--- config.mk ---
export PLATFORM = sky130hd
export DESIGN_NAME = cmd_dispatcher
export DESIGN_NICKNAME = d
export VERILOG_FILES = /design/src/rtl/cmd_dispatcher.sv
export SDC_FILE = /design/constraint.sdc
export NUM_CORES = 1
export LEC_CHECK = 0
export ABC_AREA = 0
export BUFFER_PORTS_ARGS = -buffer_cell sky130_fd_sc_hd__buf_4
export CORE_MARGIN = 4
export CORE_UTILIZATION = 25
export CTS_CLUSTER_SIZE = 24
export DETAILED_ROUTE_END_ITERATION = 10
export GPL_ROUTABILITY_DRIVEN = 0
export PLACE_DENSITY_LB_ADDON = 0.15
export SLEW_MARGIN = 20
export SYNTH_ARGS = -nofsm -noshare
export SYNTH_HDL_FRONTEND = slang
export SYNTH_SLANG_ARGS = --single-unit
--- constraint.sdc ---
create_clock -name CLK -period 6.9 [get_ports CLK]
set_input_delay 0.345 -clock CLK [delete_from_list [all_inputs] [get_ports CLK]]
set_output_delay 0.345 -clock CLK [all_outputs]
set_load 0.005 [all_outputs]
--- src/rtl/cmd_dispatcher.sv ---
// Opcode-to-command dispatcher: one start strobe per engine channel, with a pending slot per busy channel.
// Optional statistics counters are built when CMD_DISPATCH_STATS_EN is defined.
module cmd_dispatcher #(
   parameter int          NUM_CH       = 8,
   parameter int          OPCODE_W     = 8,
   parameter int          OP_BASE      = 1,
   parameter logic [31:0] BYPASS_MASK  = 32'h0000_0001,
   parameter int          PEND_TIMEOUT = 255
) (
   input  logic                CLK,
   input  logic                rst,
   input  logic                packet_ready,
   input  logic [OPCODE_W-1:0] opcode,
   input  logic [NUM_CH-1:0]   BUSY,
   output logic [NUM_CH-1:0]   CMD,
   output logic [NUM_CH-1:0]   pending,
   output logic                ack,
   output logic                err_unknown,
   output logic                err_dup,
   output logic [NUM_CH-1:0]   err_timeout,
   output logic [15:0]         stat_issued,
   output logic [15:0]         stat_dropped
);

   localparam int TW = $clog2(PEND_TIMEOUT + 1);
   localparam logic [TW-1:0]     T_LAST = TW'(PEND_TIMEOUT - 1);
   localparam logic [OPCODE_W:0] BASE_X = (OPCODE_W + 1)'(OP_BASE);

   localparam logic [0:0] ST_IDLE = 1'b0;
   localparam logic [0:0] ST_PEND = 1'b1;

   logic [NUM_CH-1:0] state_q, state_d;
   logic [TW-1:0]     timer_q [NUM_CH];
   logic [TW-1:0]     timer_d [NUM_CH];
   logic [NUM_CH-1:0] sel, cmd_d, tmo_d;
   logic [OPCODE_W:0] op_ext, idx;
   logic              valid, ack_d, dup_d, unk_d;

   always_comb begin
      // NOTE: every signal written here gets a default first, so no path can infer a latch.
      op_ext  = {1'b0, opcode};
      idx     = op_ext - BASE_X;
      valid   = (op_ext >= BASE_X) && (32'(idx) < NUM_CH);
      unk_d   = packet_ready && !valid;
      state_d = state_q;
      cmd_d   = '0;
      tmo_d   = '0;
      ack_d   = 1'b0;
      dup_d   = 1'b0;
      for (int i = 0; i < NUM_CH; i++) begin
         timer_d[i] = timer_q[i];
         sel[i]     = packet_ready && valid && (32'(idx) == i);
      end

      for (int i = 0; i < NUM_CH; i++) begin
         if (state_q[i] == ST_IDLE) begin
            if (sel[i]) begin
               ack_d = 1'b1;
               if (BYPASS_MASK[i] || !BUSY[i]) begin
                  cmd_d[i] = 1'b1;
               end else begin
                  state_d[i] = ST_PEND;
                  timer_d[i] = '0;
               end
            end
         end else begin
            // A packet for an occupied slot is discarded; the slot still resolves this cycle.
            if (sel[i]) dup_d = 1'b1;
            if (!BUSY[i]) begin
               cmd_d[i]   = 1'b1;
               state_d[i] = ST_IDLE;
            end else if (timer_q[i] == T_LAST) begin
               tmo_d[i]   = 1'b1;
               state_d[i] = ST_IDLE;
            end else begin
               timer_d[i] = timer_q[i] + 1'b1;
            end
         end
      end
   end

   always_ff @(posedge CLK or posedge rst) begin
      if (rst) begin
         state_q     <= '0;
         CMD         <= '0;
         ack         <= 1'b0;
         err_unknown <= 1'b0;
         err_dup     <= 1'b0;
         err_timeout <= '0;
         // NOTE: timers are few flops, not a RAM, so resetting them is cheap and keeps state deterministic.
         for (int i = 0; i < NUM_CH; i++) timer_q[i] <= '0;
      end else begin
         // NOTE: non-blocking assignments so every flop samples pre-edge values.
         state_q     <= state_d;
         CMD         <= cmd_d;
         ack         <= ack_d;
         err_unknown <= unk_d;
         err_dup     <= dup_d;
         err_timeout <= tmo_d;
         for (int i = 0; i < NUM_CH; i++) timer_q[i] <= timer_d[i];
      end
   end

   always_comb begin
      for (int i = 0; i < NUM_CH; i++) pending[i] = (state_q[i] == ST_PEND);
   end

`ifdef CMD_DISPATCH_STATS_EN
   // Counters advance on the same edge as the strobes they count, and saturate.
   always_ff @(posedge CLK or posedge rst) begin
      if (rst) begin
         stat_issued  <= '0;
         stat_dropped <= '0;
      end else begin
         if ((|cmd_d) && (stat_issued != 16'hFFFF))
            stat_issued <= stat_issued + 16'd1;
         if ((unk_d || dup_d || (|tmo_d)) && (stat_dropped != 16'hFFFF))
            stat_dropped <= stat_dropped + 16'd1;
      end
   end
`else
   assign stat_issued  = 16'h0000;
   assign stat_dropped = 16'h0000;
`endif

endmodule

==> impl_metrics.csv <==
group,metric,value,unit
place,placedCellCount,814,
place,dp_hpwl,8520,µm
sta,worst-slew-pin-transition,1030,ps
floorplanning,rows,51,
grt,grtUsageTotal,0.112,
setup_path,start_kind,"flop",
synth,ys_seq_area_frac,0.455,
setup_path,slowest_delay,850,ps
detailed_routing,wl_per_cell,14.4,µm
sta,fin_crit,2180,ps
floorplanning,start_util,0.255,
setup_path,ff2ff_path_depth,6,
detailed_routing,drtAntennaViolNets,0,
floorplanning,fp.coreArea,0.0196,mm²
floorplanning,ios,78,
grt,grt_antenna_before_repair,0,
detailed_routing,drcViolationCount,0,
synth,synth.largest_area_cell,"dfrtp_1",
finish,fillers,2089,
finish,seq_area,0.00228,mm²
synth,syn_area,0.00500,mm²
cts,cts-root-buf,"clkbuf_16",
cts,clk_path_buf_depth,2,
setup_path,arrival,2450,ps
setup_path,cpMaxStageDelayCell,"o21ai_0",
setup_path,cp_top_family,"compound AO/OA/AOI/OAI gates",
synth,synth-edff-count,0,
job,drv_cap,0,
detailed_routing,dr.pass1.iters,4,
place,portBuffers,45,
detailed_routing,drtIter0Drc,330,
finish,drive_gt1_frac,0.126,
sta,fin_hold_ws,92.5,ps
setup_path,cp.depth,6,
sta,hold_viol,0,
finish,final_area,0.00584,mm²
synth,yosysWarnings,0,
setup_path,required,7170,ps
setup_path,r2r_slack,4720,ps
synth,synth.area.top_cells,"dfrtp_1, buf_4, ha_1",
sta,tns,0,ps
setup_path,cp-end-kind,"flop",
finish,diodes,0,
floorplanning,die_x,149,µm
setup_path,crit_fanout,11,
cts,holdBufCountCts,0,
sta,setup_viol,0,
cts,cts_tree,"yes",
cts,clkSlewWorstSetupHoldPaths,70,ps
sta,relSlewSlack,0.306,
cts,cts.htree.levels,3,
synth,syn_avg_cell_area,9.68,µm²
synth,synth_seq_cells,91,
cts,cts_resized,0,
sta,clock_skew,5.11,ps
finish,multiInputGateArea,0.00244,mm²
cts,cts.sinks,91,
pwr,p_total,1170,µW
detailed_routing,via_per_inst,4.81,
hold_path,hold_class,"input pin to async pin",
synth,async_flop_share,1.00,
floorplanning,die-area,0.0223,mm²
pwr,power_density,200,mW/mm²
cts,cts_buffers,9,
grt,grt_max_degree,54,
detailed_routing,vias,3996,
detailed_routing,wirelength,12000,µm
synth,synth-main-ff-cell,"dfrtp_1",
sta,min_period_over_period,0.316,
finish,nets,595,
sta,rsz0062_at_grt,"no",
synth,synthDistinctLibCells,57,
run_status,status,"completed",
cts,postCtsSetupBuffers,0,
sta,finalMaxSlewViolations,0,
finish,fin_cells,830,
cts,clk_latency,350,ps
grt,overflow,0,
synth,netlist_instances,517,
sta,fmax,458,MHz
grt,grt_first_pass_wirelength,20300,µm
place,post_dp_cell_area,0.00551,mm²
setup_path,worstPathCellList,"inv_1 > ha_1 > nand4_1 > o21ai_0 > or4_1 > mux2i_1",
grt,grt_pass1_vias,4012,
synth,synth_top_area_frac,0.455,
pwr,ir_worst_vdd,118,µV
setup_path,critical_path_buf_inv_count,1,
pwr,p_leak,0.00254,µW
floorplanning,die_h,149,µm
finish,syn2layout_area_growth,16.8,%
setup_path,path_class,"flop to flop",
[cell usage in the layout, fill, tap and decap left out, drive strengths merged, types with 9 or more instances in the layout]
cell type,count
dfrtp,91
buf,47
o21ai,36
nand3,34
conb,32
nand2,29
inv,28
nand4,23
nor2,22
mux2i,18
ha,16
nor3,15
nand2b,15
clkbuf,12
o31ai,11
a21oi,11
a31oi,10
nor4,9
[layer usage]
| layer | wire [µm] | up-vias | track usage | part of all wire |
|---|---|---|---|---|
| met5 | 0 | - | 0 | 0 |
| li1 | - | 1932 | - | - |
| met1 | 5570 | 1968 | 0.150 | 0.47 |
| met2 | 5700 | 85 | 0.175 | 0.48 |
| met3 | 521 | 11 | 0.0288 | 0.044 |
| met4 | 166 | 0 | 0.0412 | 0.014 |
[per-stage QoR]
stage / utilization / worst slack (ps)
2_1_floorplan: - / 4190
3_3_place_gp: 0.281 / 4640
3_5_place_dp: 0.281 / 4610
4_1_cts: 0.298 / 4690
5_1_grt: 0.298 / 4480
6_report: 0.298 / 4720
[power breakdown]
part           switching (µW)  internal, µW  leakage [µW]
logic                    41.0          20.2       0.00117
registers                12.9           542       0.00121
clock network             213           337      0.000159
[synthesized netlist by cell type, types with 3 or more instances]
cell,n
a21o_1,5
o21ai_0,33
a21oi_1,11
buf_2,5
and4_1,3
o211ai_1,6
a41oi_1,4
nand2b_1,15
and3_1,5
nor2_1,22
nand2_1,29
nor2b_1,7
nand3_1,34
nor3b_1,4
nor4b_1,4
o22ai_1,5
nor3_1,15
ha_1,16
nor4_1,8
xnor2_1,8
a22o_1,4
or4_1,5
a31oi_1,10
a21boi_0,5
o31ai_1,11
inv_1,29
nand4_1,23
buf_4,32
or3_1,6
dfrtp_1,91
clkbuf_1,9
mux2i_1,18
[path summary, 6_finish.rpt]
check                            endpoint   startpoint
setup / recovery              timer_q[39]  timer_q[32]
hold / removal             err_timeout[1]          rst
setup reg to reg              timer_q[39]  timer_q[32]
hold reg to reg               timer_q[61]  timer_q[61]
max in group asynchronous  err_timeout[0]          rst
min in group CLK                   CMD[7]      BUSY[7]
[logic make-up (layout without fill, tap and decap cells)]
group / count (synthesis) / after routing / share of synthesized area
AOI/OAI and AO/OA: 113 / 113 / 0.149
and+or+nand+nor: 193 / 193 / 0.217
other: 1 / 32 / 0.000750
buffers and inverters: 75 / 92 / 0.0815
adders and majority gates: 16 / 16 / 0.0400
muxes: 20 / 20 / 0.0428
xor gates and xnor gates: 8 / 8 / 0.0140
DFF: 91 / 91 / 0.455
[sequential cells by signal (all words and copies together), names as in the netlist]
signal and flops:
CMD 8, timer_q 64, err_unknown 1, err_timeout 8, pending 8, ack 1, err_dup 1
[final cells by class]
class / count / area share
Clock inverter: 4 / 0.0124
Inverter: 29 / 0.0189
Sequential cell: 91 / 0.390
Timing Repair Buffer: 47 / 0.0604
Clock buffer: 12 / 0.0439
Tap cell: 265 / 0.0568
Multi-Input combinational cell: 382 / 0.418
(Power assumes the default switching activity.)
